`config.mk`:
```
export PLATFORM = sky130hd
export DESIGN_NAME = bit_serializer
export DESIGN_NICKNAME = d
export VERILOG_FILES = /design/src/rtl/bit_serializer.sv
export SDC_FILE = /design/constraint.sdc
export NUM_CORES = 1
export LEC_CHECK = 0
export ABC_AREA = 1
export CAP_MARGIN = 10
export CORE_MARGIN = 2
export CORE_UTILIZATION = 42
export DETAILED_ROUTE_END_ITERATION = 10
export HOLD_SLACK_MARGIN = 0.1
export PLACE_DENSITY_LB_ADDON = 0.08
export SETUP_SLACK_MARGIN = 0.2
export SLEW_MARGIN = 20
export SYNTH_ARGS = -nofsm -noshare
export SYNTH_HDL_FRONTEND = slang
export SYNTH_SLANG_ARGS = --single-unit
export TNS_END_PERCENT = 50
```
`constraint.sdc`:
```
create_clock -name clk -period 1.1 [get_ports clk]
set_clock_uncertainty 0.15 [all_clocks]
set_input_delay 0.22 -clock clk [delete_from_list [all_inputs] [get_ports clk]]
set_output_delay 0.22 -clock clk [all_outputs]
set_load 0.005 [all_outputs]
```
`src/rtl/bit_serializer.sv`:
```
// Parallel-to-serial front end for the "1011" detector: WIDTH-bit words in over valid/ready, one bit per clock out.
// Optional build macro SER_PARITY_EN appends one even-parity bit to every frame.
module bit_serializer #(
  parameter int WIDTH     = 8,
  parameter bit MSB_FIRST = 1'b1,
  parameter bit IDLE_BIT  = 1'b0
) (
  input  logic             clk,
  input  logic             rst,
  input  logic [WIDTH-1:0] din,
  input  logic             din_valid,
  output logic             din_ready,
  output logic             ser_out,
  output logic             ser_valid,
  output logic             last_bit,
  output logic [5:0]       bit_cnt,
  output logic             busy
);

`ifdef SER_PARITY_EN
  localparam int FRAME = WIDTH + 1;
  localparam logic [5:0] DATA_LAST = 6'(WIDTH - 1);
`else
  localparam int FRAME = WIDTH;
`endif
  localparam logic [5:0] LAST_IDX = 6'(FRAME - 1);

  typedef enum logic {IDLE, SHIFT} state_t;

  state_t           state, state_n;
  logic [WIDTH-1:0] shreg, shreg_n;
  logic             ser_out_n, ser_valid_n, last_bit_n;
  logic [5:0]       bit_cnt_n;
  logic             accept;
`ifdef SER_PARITY_EN
  logic             par, par_n;
`endif

  function automatic logic head(input logic [WIDTH-1:0] w);
    return MSB_FIRST ? w[WIDTH-1] : w[0];
  endfunction

  function automatic logic [WIDTH-1:0] advance(input logic [WIDTH-1:0] w);
    return MSB_FIRST ? {w[WIDTH-2:0], 1'b0} : {1'b0, w[WIDTH-1:1]};
  endfunction

  assign busy      = (state == SHIFT);
  assign din_ready = (state == IDLE) || last_bit;
  assign accept    = din_valid && din_ready;

  always_comb begin
    // NOTE: every comb output gets a default first so no path can infer a latch.
    state_n     = state;
    shreg_n     = shreg;
    ser_out_n   = ser_out;
    ser_valid_n = ser_valid;
    last_bit_n  = last_bit;
    bit_cnt_n   = bit_cnt;
`ifdef SER_PARITY_EN
    par_n       = par;
`endif
    if (accept) begin
      // New frame: covers both the IDLE start and the back-to-back reload on the last bit.
      state_n     = SHIFT;
      ser_out_n   = head(din);
      shreg_n     = advance(din);
      ser_valid_n = 1'b1;
      last_bit_n  = 1'b0;
      bit_cnt_n   = 6'd0;
`ifdef SER_PARITY_EN
      par_n       = ^din;
`endif
    end else if (state == SHIFT) begin
      if (last_bit) begin
        state_n     = IDLE;
        ser_out_n   = IDLE_BIT;
        ser_valid_n = 1'b0;
        last_bit_n  = 1'b0;
        bit_cnt_n   = 6'd0;
      end else begin
        bit_cnt_n  = bit_cnt + 6'd1;
        last_bit_n = (bit_cnt + 6'd1 == LAST_IDX);
`ifdef SER_PARITY_EN
        if (bit_cnt == DATA_LAST) begin
          ser_out_n = par;
        end else begin
          ser_out_n = head(shreg);
          shreg_n   = advance(shreg);
        end
`else
        ser_out_n = head(shreg);
        shreg_n   = advance(shreg);
`endif
      end
    end
  end

  always_ff @(posedge clk) begin
    // NOTE: sequential state uses non-blocking assignments so all registers update together.
    if (rst) begin
      state     <= IDLE;
      shreg     <= '0;
      ser_out   <= IDLE_BIT;
      ser_valid <= 1'b0;
      last_bit  <= 1'b0;
      bit_cnt   <= 6'd0;
`ifdef SER_PARITY_EN
      par       <= 1'b0;
`endif
    end else begin
      state     <= state_n;
      shreg     <= shreg_n;
      ser_out   <= ser_out_n;
      ser_valid <= ser_valid_n;
      last_bit  <= last_bit_n;
      bit_cnt   <= bit_cnt_n;
`ifdef SER_PARITY_EN
      par       <= par_n;
`endif
    end
  end

endmodule

```
Yosys cells after proc, flatten, opt, wreduce, memory -nomap -nowiden --
Cells that the tools add are included.
Word-level totals: register bits 17, bits of input ports 11, output and inout bits 11, logic and storage cells 31
Cells by class: add/sub/neg operators 1, equality and inequality tests 2, multiplexer cells 14, bitwise gates (word level) 1, reductions and logical operators 7
Operators by type and width (number):
- $mux W8 | 3
- $mux W1 | 10
- $add A6 B1 Y6 const B | 1
- $eq A6 B3 Y1 const B | 1
- $mux W6 | 1
- $reduce_and A2 Y1 | 2
- $reduce_bool A2 Y1 | 2
- $ne A2 B1 Y1 const B | 1
- $reduce_or A2 Y1 | 1
- $logic_and A1 B1 Y1 | 1
- $logic_or A1 B1 Y1 | 1
- $not A1 Y1 | 1

Logic depth before layout (Yosys ltp) --
word-level depth 5, depth in mapped cells 8, mapped depth without buffers 7

Least setup slack after synthesis --
Ideal clock, no wire load.
path kind reg-to-reg, from register state, in the netlist busy, to register shreg[3], library setup time 0.115 ns, arrival time 1.031 ns, required time 0.835 ns, path slack -0.197 ns, cell stages (with the launch flop) 9, buffers on the path 1, period minus slack after synthesis 1.297 ns, path through dfxtp_1 -> inv_2 -> nor2_4 -> buf_6 -> nor2_8 -> nand2_1 -> o21ai_0 -> o21ai_0 -> inv_1
On the way: cells in the longest elaborated chain, start to end 5, elaborated cells between the ends (all ways) 7, classes of those cells eq/ne: 1; mux: 1; bitwise: 1; reduce/logical: 4
RTL lines:
- start: declaration | line 30 | state_t state, state_n;
- start signal: assignment | line 111 | state <= state_n;
- $not A1 Y1 | line 48 | assign din_ready = (state == IDLE) || last_bit;
- $logic_or A1 B1 Y1 | line 48
- $logic_and A1 B1 Y1 | line 49 | assign accept = din_valid && din_ready;
- $ne A2 B1 Y1 (no source line) / $reduce_bool A2 Y1 (equally long branches)
- $reduce_and A2 Y1 (no source line)
- end signal: assignment | line 112 | shreg <= shreg_n;
- end: declaration | line 31 | logic [WIDTH-1:0] shreg, shreg_n;
Parallel ways exist; a longest one is shown, timed or not. A chain may end at the register's enable or synchronous reset.

Final worst setup path --
from register last_bit, to output port din_ready
On the way: cells in the longest elaborated chain, start to end 1
RTL lines:
- start: declaration | line 15 | output logic last_bit,
- start signal: assignment | line 115 | last_bit <= last_bit_n;
- $logic_or A1 B1 Y1 | line 48
- end: declaration | line 12 | output logic din_ready,
No other way between the ends.

==> metrics.cfg <==
[run_status]
status=finished, violations left
violations=setup timing

[clocking]
clkTransAtPathRegs_ps=90
h-tree-depth=1
clockBufferDepth=2
cts_tree=done
clock-sinks=17
root_buffer=clkbuf_4
clk_latency_ps=290
holdBufCountCts=0
cts_buffers=3

[detailed_routing]
drc=0
wl_per_cell_um=10.80
first_iter_violations=11
viasPerCell=4.660
vias=890
antenna_left=0
dr.pass1.iters=4
postRouteWirelength_mm=2.062

[floorplanning]
dieArea_um2=2376
ios=22
start_util_pct=43.75
core_um2=1922
die_height_um=48.74
num_rows=16
die_w_um=48.74

[synth]
yosysTopAreaCell=dfxtp_1
syn_area_um2=840.8
seq_area_frac_synth_pct=40.48
synth_cell_types=23
synth_seq_cells=17
synth.top_cell.area_share_pct=40.48
synth_nets=131
ys_top_cells_by_area=dfxtp_1 40%, nand2_1 15%, inv_1 8.0%, nand3_1 7.1%, a21oi_1 5.4%
synth_warnings=0
syn_avg_cell_area_um2=7.125
syn_inst=118

[worst_setup_path]
worstPathMaxFanout=2
worstPathArrival_ps=1060
worstSetupEndpoint=din_ready
endpoint_kind=output pin
r2r_cells=6
rr_startpoint=last_bit$_SDFFE_PP0P_
start_kind=flip-flop
r2r_slack_ps=-300
startpoint=last_bit$_SDFFE_PP0P_
cp.required_ps=730
path_class=flip-flop to output pin
reg2reg_to=bit_cnt[3]$_SDFFE_PP0P_

[pwr]
p_leak_nw=0.5975
p_per_area_nw_per_um2=933.9
ir_drop_v=0.0008139
total_power_mw=1.225

[timing]
clock.fmax_mhz=699.8
finalSetupViolCount=28
finalMaxSlewViolations=0
rsz0062_at_grt=yes
post-route-period-util_pct=129.9
slew_headroom_pct=76.82
fin_ws_ps=-329.0
period_needed_ps=1429
worstMarginPinSlew_ps=347.3
hold_viol=0

[place]
globalplace.congestion=0.8002
hpwl_mm=1.410
preCtsSetupSlack_ps=-418.9
io_buffers=21

[layout]
diodes=0
nets=178
register_area_um2=362.8
drive_gt1_share_pct=35.37
fillers=186
multi_input_area_um2=439.2
syn2layout_area_growth_pct=55.95

[grt]
first_global_vias=867
grt_pass1_wl_mm=3.546
grt_remaining_overflow=0
grt_start_max_net_pins=12
antenna_found_initial=0
grt_use_total_pct=19.20

[run]
cap_violations=0

[worst_hold_path]
hold_path_class=flip-flop to flip-flop

==> kinds of logic after synthesis <==
kind of cell               Yosys count  synth area share, %
AOI/OAI and AO/OA                   17                12.20
adders and majority gates            2                2.976
DFF                                 17                40.48
and+or+nand+nor                     59                32.44
buffers and inverters               22                10.86
xor gates and xnor gates             1                1.042
==> final cells by class <==
class | count | share of cell area, %
clock buffer | 4 | 2.004
inverter | 20 | 5.916
tap | 27 | 2.576
multi-input combinational | 80 | 33.49
timing repair buffer | 43 | 28.34
sequential | 17 | 27.67
==> cell usage in the layout (no fill, tap or decap), drive strengths merged, types with 2 or more instances in the layout <==
cell type      count
clkbuf             5
clkdlybuf4s50     10
nand2             34
ha                 2
o21ai              2
o211ai             2
nor2              11
inv               20
nand4              2
dfxtp             17
nand3             12
buf               32
a21oi             10
==> power breakdown <==
part           internal [mW]  switching [mW]  leakage, nW
logic                  0.121           0.119        0.438
clock network          0.141           0.194       0.0150
registers              0.636          0.0123        0.144
==> through the flow <==
stage / cells / TNS [ps] / cell area, um2 / utilization, % / hold WS (ps)
CTS: 190 / -4819 / 1291 / 67.19 / 318.3
floorplan: 118 / -1184 / 874.6 / - / 129.4
finish: 191 / -4629 / 1311 / 68.23 / 315.1
detailed placement: 177 / -8178 / 1194 / 62.11 / 311.5
global route: 191 / -6661 / 1311 / 68.23 / 337.7
global placement: 177 / -7830 / 1194 / 62.11 / 307.1
==> cell usage after synthesis (all sizes together) <==
library cell	n
or2	1
nand2	34
xor2	1
dfxtp	17
o211ai	2
a31o	1
inv	20
nand4	2
ha	2
buf	2
nand3	12
o221ai	1
nor2	10
a21oi	10
o21ai	2
a31oi	1
==> registers in the layout (all words and copies together) (netlist names) <==
signal / count
shreg: 7
bit_cnt: 6
busy: 1
last_bit: 1
ser_out: 1
ser_valid: 1
==> critical path, stage by stage, from the launching register on <==
cell,delay [ps]
dfxtp_2,340
buf_6,120
nor2_4,130
inv_2,60
buf_6,110
==> per-layer routing <==
| metal | part of all wire [%] | track usage [%] |
|---|---|---|
| met1 | 42 | 21.29 |
| met2 | 53 | 36.30 |
| met3 | 3.2 | 1.852 |
| met4 | 1.7 | 9.048 |
| met5 | 0 | 0 |
==> timing repair <==
action	CTS	global route
setup endpoints to repair	28	28
gates resized for setup	59	5
gates cloned	1	0
pin swaps	1	1
buffers inserted	8	1
==> how the worst min path moves through the flow <==
stage          cells after the start                     end                   start
6_report                           2  ser_valid$_SDFFE_PP0P_  ser_valid$_SDFFE_PP0P_
2_1_floorplan                      1         busy$_SDFF_PP0_                     rst
3_3_place_gp                       2  ser_valid$_SDFFE_PP0P_  ser_valid$_SDFFE_PP0P_
3_5_place_dp                       2  ser_valid$_SDFFE_PP0P_  ser_valid$_SDFFE_PP0P_
5_1_grt                            3   shreg[1]$_SDFFE_PP0P_                  din[0]
4_1_cts                            2  ser_valid$_SDFFE_PP0P_  ser_valid$_SDFFE_PP0P_
Power figures use the tool's default switching activity.
